$ cat config.mk
export PLATFORM = sky130hd
export DESIGN_NAME = uart_verici_param
export DESIGN_NICKNAME = d
export VERILOG_FILES = /design/src/rtl/uart_verici_param.sv
export SDC_FILE = /design/constraint.sdc
export NUM_CORES = 1
export LEC_CHECK = 0
export ABC_AREA = 1
export ABC_CLOCK_PERIOD_IN_PS = 1900
export CORE_ASPECT_RATIO = 1.25
export CORE_MARGIN = 5
export CORE_UTILIZATION = 50
export CTS_CLUSTER_SIZE = 14
export DETAILED_ROUTE_END_ITERATION = 16
export PLACE_DENSITY_LB_ADDON = 0.1
export SLEW_MARGIN = 15
export SYNTH_ARGS = -nofsm -noshare
export SYNTH_HDL_FRONTEND = slang
export SYNTH_SLANG_ARGS = --single-unit
$ cat constraint.sdc
create_clock -name clk_i -period 1.9 [get_ports clk_i]
set_input_delay 0.19 -clock clk_i [delete_from_list [all_inputs] [get_ports clk_i]]
set_output_delay 0.19 -clock clk_i [all_outputs]
set_load 0.005 [all_outputs]
$ cat src/rtl/uart_verici_param.sv
// Runtime-configurable UART transmitter: pulls bytes from a TX FIFO and
// serialises start / N data bits (LSB first) / optional parity / 1-2 stop bits.
module uart_verici_param #(
  parameter int VERI_W   = 8,
  parameter int BAUD_W   = 16,
  parameter int BITSAY_W = 4
) (
  input  logic                clk_i,
  input  logic                rst_i,
  input  logic                tx_en_i,
  input  logic                veri_gecerli_i,
  output logic                consume_o,
  input  logic [VERI_W-1:0]   gelen_veri_i,
  input  logic [BAUD_W-1:0]   baud_div_i,
  input  logic [BITSAY_W-1:0] veri_bit_i,
  input  logic [1:0]          parite_i,
  input  logic                dur_bit_i,
  output logic                tx_o,
  output logic                hazir_o,
  output logic                mesgul_o
);

  typedef enum logic [2:0] {BOSTA, BASLA, VERI, PARITE, DUR} durum_t;

  localparam logic [BITSAY_W-1:0] LP_VERI_W = BITSAY_W'(VERI_W);
  localparam logic [BITSAY_W-1:0] LP_BIR    = BITSAY_W'(1);

  durum_t              r_durum, w_durum_n;
  logic [BAUD_W-1:0]   r_sayac, w_sayac_n, r_baud;
  logic [BITSAY_W-1:0] r_idx, w_idx_n, r_nbit, w_nbit;
  logic [VERI_W-1:0]   r_kay, w_kay_n, w_maske;
  logic                r_par_en, r_par_bit, r_dur2, r_tx;
  logic                w_tx_n, w_par_n, w_bit_son, w_cerceve_son, w_kabul;

  // Out-of-range bit counts (0 or above VERI_W) fall back to a full word.
  always_comb begin
    w_nbit = veri_bit_i;
    if (veri_bit_i == '0 || veri_bit_i > LP_VERI_W) w_nbit = LP_VERI_W;
    w_maske = '0;
    for (int k = 0; k < VERI_W; k++) w_maske[k] = (k < int'(w_nbit));
    w_par_n = (^(gelen_veri_i & w_maske)) ^ (parite_i == 2'b10);
  end

  // FIFO handshake: a word is taken in exactly the cycles where consume_o is
  // high, i.e. tx_en_i && veri_gecerli_i while idle or in the frame-end cycle.
  assign w_bit_son     = (r_sayac == r_baud);
  assign w_cerceve_son = (r_durum == DUR) && w_bit_son &&
                         (r_idx == (r_dur2 ? LP_BIR : '0));
  assign w_kabul       = tx_en_i && veri_gecerli_i && !rst_i &&
                         ((r_durum == BOSTA) || w_cerceve_son);

  always_comb begin
    w_durum_n = r_durum;
    w_sayac_n = w_bit_son ? '0 : r_sayac + BAUD_W'(1);
    w_idx_n   = r_idx;
    w_kay_n   = r_kay;
    case (r_durum)
      BOSTA: begin
        w_sayac_n = '0;
        if (w_kabul) w_durum_n = BASLA;
      end
      BASLA: begin
        if (w_bit_son) begin
          w_durum_n = VERI;
          w_idx_n   = '0;
        end
      end
      VERI: begin
        if (w_bit_son) begin
          w_kay_n = r_kay >> 1;
          if (r_idx == r_nbit - LP_BIR) begin
            w_durum_n = r_par_en ? PARITE : DUR;
            w_idx_n   = '0;
          end else begin
            w_idx_n = r_idx + LP_BIR;
          end
        end
      end
      PARITE: begin
        if (w_bit_son) begin
          w_durum_n = DUR;
          w_idx_n   = '0;
        end
      end
      DUR: begin
        if (w_cerceve_son) begin
          w_durum_n = w_kabul ? BASLA : BOSTA;
          w_idx_n   = '0;
        end else if (w_bit_son) begin
          w_idx_n = r_idx + LP_BIR;
        end
      end
      default: w_durum_n = BOSTA;
    endcase
    if (w_kabul) w_kay_n = gelen_veri_i;

    // Line value is derived from the next state so tx_o lines up with r_durum.
    case (w_durum_n)
      BASLA:   w_tx_n = 1'b0;
      VERI:    w_tx_n = w_kay_n[0];
      PARITE:  w_tx_n = r_par_bit;
      default: w_tx_n = 1'b1;
    endcase
  end

  always_ff @(posedge clk_i) begin
    if (rst_i) begin
      r_durum   <= BOSTA;
      r_sayac   <= '0;
      r_idx     <= '0;
      r_kay     <= '0;
      r_baud    <= '0;
      r_nbit    <= '0;
      r_par_en  <= 1'b0;
      r_par_bit <= 1'b0;
      r_dur2    <= 1'b0;
      r_tx      <= 1'b1;
    end else begin
      r_durum <= w_durum_n;
      r_sayac <= w_sayac_n;
      r_idx   <= w_idx_n;
      r_kay   <= w_kay_n;
      r_tx    <= w_tx_n;
      if (w_kabul) begin
        r_baud    <= baud_div_i;
        r_nbit    <= w_nbit;
        r_par_en  <= (parite_i == 2'b01) || (parite_i == 2'b10);
        r_par_bit <= w_par_n;
        r_dur2    <= dur_bit_i;
      end
    end
  end

  assign consume_o = w_kabul;
  assign hazir_o   = w_cerceve_son;
  assign mesgul_o  = (r_durum != BOSTA);
  assign tx_o      = r_tx;

endmodule

==> metrics.txt <==
Port Buffers=38; maximum VDD drop=0.348 mV; share of cells above drive strength 1=22.7%; Post-synth ARST share=0%; hold wc startpoint=r_baud[5]; synth-to-layout area growth=30.9%; wire per inst=12.0 µm; critical register-to-register path endpoint=r_idx[3]; Post-DRT Antenna Nets=0; drt first-iter violations=137; DIE HEIGHT=96.4 µm; CTS H-tree depth=2; top post-synthesis cells by area=dfxtp_1 (37%), nand2_1 (15%), inv_1 (6.9%); Most used DFF post-synth=dfxtp_1; Initial Util=51.4%; Netlist cell types=29; Post-Synthesis Mean Instance Area=6.65 µm²; Syn Std Cell Area=2990 µm²; WHS=460 ps; worst slew pin tran=240 ps; min Tclk post-route=1870 ps; CTS max path bufs=2; Worst R2R Setup Slack=110 ps; register bit total from synthesis=55; relative slew slack=84.0%; outcome=finished clean; vias post-DR=3024; Synth Warn #=0; Leakage Power=0.00166 µW; first-pass GRT wire length=12100 µm; dpl hpwl=5520 µm; CTS tree=built; worst hold endpoint=r_baud[5]; RSZ-0062 raised after global routing=yes; Clock transition at path regs=100 ps; Final Max Tran Viols=0; initial antenna violation count=0; Tot GR Track Use=19.8%; post-synthesis sequential area ratio=36.9%; root buf cell=clkbuf_8; Detailed Routing Iterations Pass 1=6; Core Box Area=5820 µm²; CTS buffer count=5; Mapped Cells=449; vias in the first global route=2943; CP peak stage delay=360 ps; Register-to-Register Path Depth=12; Worst Path Required=1710 ps; Fmax achieved=534 MHz; hold path depth=2; Boundary Pins=39; RD Place Congestion=0.928; FP Rows=31; hold crit path type=flop to flop; DRC violations left=0; list of most frequent post-synthesis cells=nand2_1 (121), dfxtp_1 (55), inv_1 (55); Critical Path Source Type=flop; Synth area leader=dfxtp_1; critical path peak fanout=3; final setup fails=0; GRT overflow=0; fin crit share=98.6%; Final Hold Vio Count=0; worst-path cell chain=inv_2 -> nand2_1 -> nand2_2 -> nor2_4 -> nand2_2 -> nor2_4 -> nand3_4 -> buf_6 -> a21oi_4 -> buf_2; Fillers=547; reg2reg start=r_sayac[4]; Placed Area=3670 µm²; crit path DAT=1680 ps; count leader, synth=nand2_1; post-DR vias/cell=5.12; Die Wd=79.1 µm; crit path kind=flop to output pin; max_cap viols=0; Worst Clk Skew=12.6 ps; Worst setup EP type=output pin; total power=2340 µW; die area=7630 µm²; Final #Nets=564; CTS Sinks=55; Post-synth EDFFs=0; post-route cell area=3910 µm²; WL final=7080 µm; Yosys top cell area share=36.9%; largest net degree at the start of global routing=19; Ant. Diodes=0; Clock Latency Late Sink=310 ps; Pwr Density=597 nW/µm²; syn_nets=488; Slowest-stage cell, CP=dfxtp_2
## state kept, by name (all words and copies together) (netlist names)
name,cells
r_baud,16
r_kay,8
r_sayac,16
r_idx,4
r_durum,3
tx_o,1
r_dur2,1
r_par_bit,1
r_nbit,4
r_par_en,1
## where the power goes
| part | switching, µW | internal, µW |
|---|---|---|
| Clock | 365 | 287 |
| Sequential | 22.4 | 1190 |
| Combinational | 259 | 214 |
## metrics by stage
stage / cells / TNS (ps) / util [%] / setup WS (ps)
floorplan: 449 / 0 / - / 209
global placement: 581 / -363 / 63.0 / -72.7
detailed placement: 581 / -422 / 63.0 / -75.0
CTS: 592 / 0 / 65.6 / 10.4
global route: 591 / -520 / 67.2 / -110
finish: 591 / 0 / 67.2 / 27.3
## layer usage
metal | wire [µm] | vias up | global-route usage (%) | share of wire [%]
met1 | 3010 | 1367 | 22.7 | 42
met5 | 0 | - | 0 | 0
met2 | 3700 | 55 | 36.3 | 52
met4 | 127 | 0 | 8.45 | 1.8
li1 | - | 1592 | - | -
met3 | 251 | 10 | 3.43 | 3.5
## cell type report
class	instances	area, µm²	share of cell area (%)
clock buffer	6	82.6	2.11
clock inverter	1	5.00	0.128
inverter	66	248	6.33
multi-input combinational	318	1670	42.7
sequential	55	1130	28.9
tap	66	82.6	2.11
timing repair buffer	79	693	17.7
## logic make-up after synthesis
group,share of synthesized area [%]
compound gates,13.6
xor+xnor,3.52
fa+ha+maj,1.68
buf+inv,10.6
flops,36.9
simple gates,33.7
## critical path: cells and delay by family, from the launching register on
kind	cells	cell delay (ps)
AND/OR/NAND/NOR	6	540
flip-flops	1	360
AO/OA/AOI/OAI	1	150
buffers and inverters	3	330
## worst max-delay path by stage
stage,start,end,slack [ps],cells after the start
floorplan,r_sayac[0],r_sayac[12],210,10
global placement,r_sayac[4],r_sayac[8],-70,12
detailed placement,r_sayac[4],r_baud[3],-70,12
CTS,r_baud[14],r_baud[14],10,13
global route,r_sayac[5],consume_o,-110,10
finish,r_sayac[4],consume_o,30,10
## cell usage in the layout, fill, tap and decap left out, types with 2 or more instances in the layout
| cell | count |
|---|---|
| buf_6 | 3 |
| xnor2_1 | 3 |
| o21ai_0 | 9 |
| nor2_4 | 3 |
| clkdlybuf4s50_1 | 36 |
| nand3_2 | 4 |
| nor2_1 | 31 |
| clkbuf_8 | 6 |
| o21a_1 | 2 |
| nand4_1 | 7 |
| nor2_2 | 9 |
| buf_4 | 38 |
| nand2_1 | 115 |
| o21ai_2 | 3 |
| nand2_2 | 8 |
| a31oi_1 | 8 |
| xor2_1 | 9 |
| inv_1 | 50 |
| nand3_1 | 35 |
| o21ai_1 | 15 |
| inv_2 | 16 |
| dfxtp_2 | 16 |
| dfxtp_1 | 37 |
| nor3_4 | 2 |
| a21oi_1 | 35 |
| ha_1 | 4 |
| nor3_2 | 3 |
| nor3_1 | 5 |
| a21boi_0 | 2 |
| dfxtp_4 | 2 |
## what timing repair did
item | in CTS | in global routing
setup buffers | 4 | 0
setup endpoints to repair | 19 | 45
pin swaps | 4 | 18
resized for setup | 26 | 50
hold buffers | 0 | 0
Power figures use the tool's default switching activity.
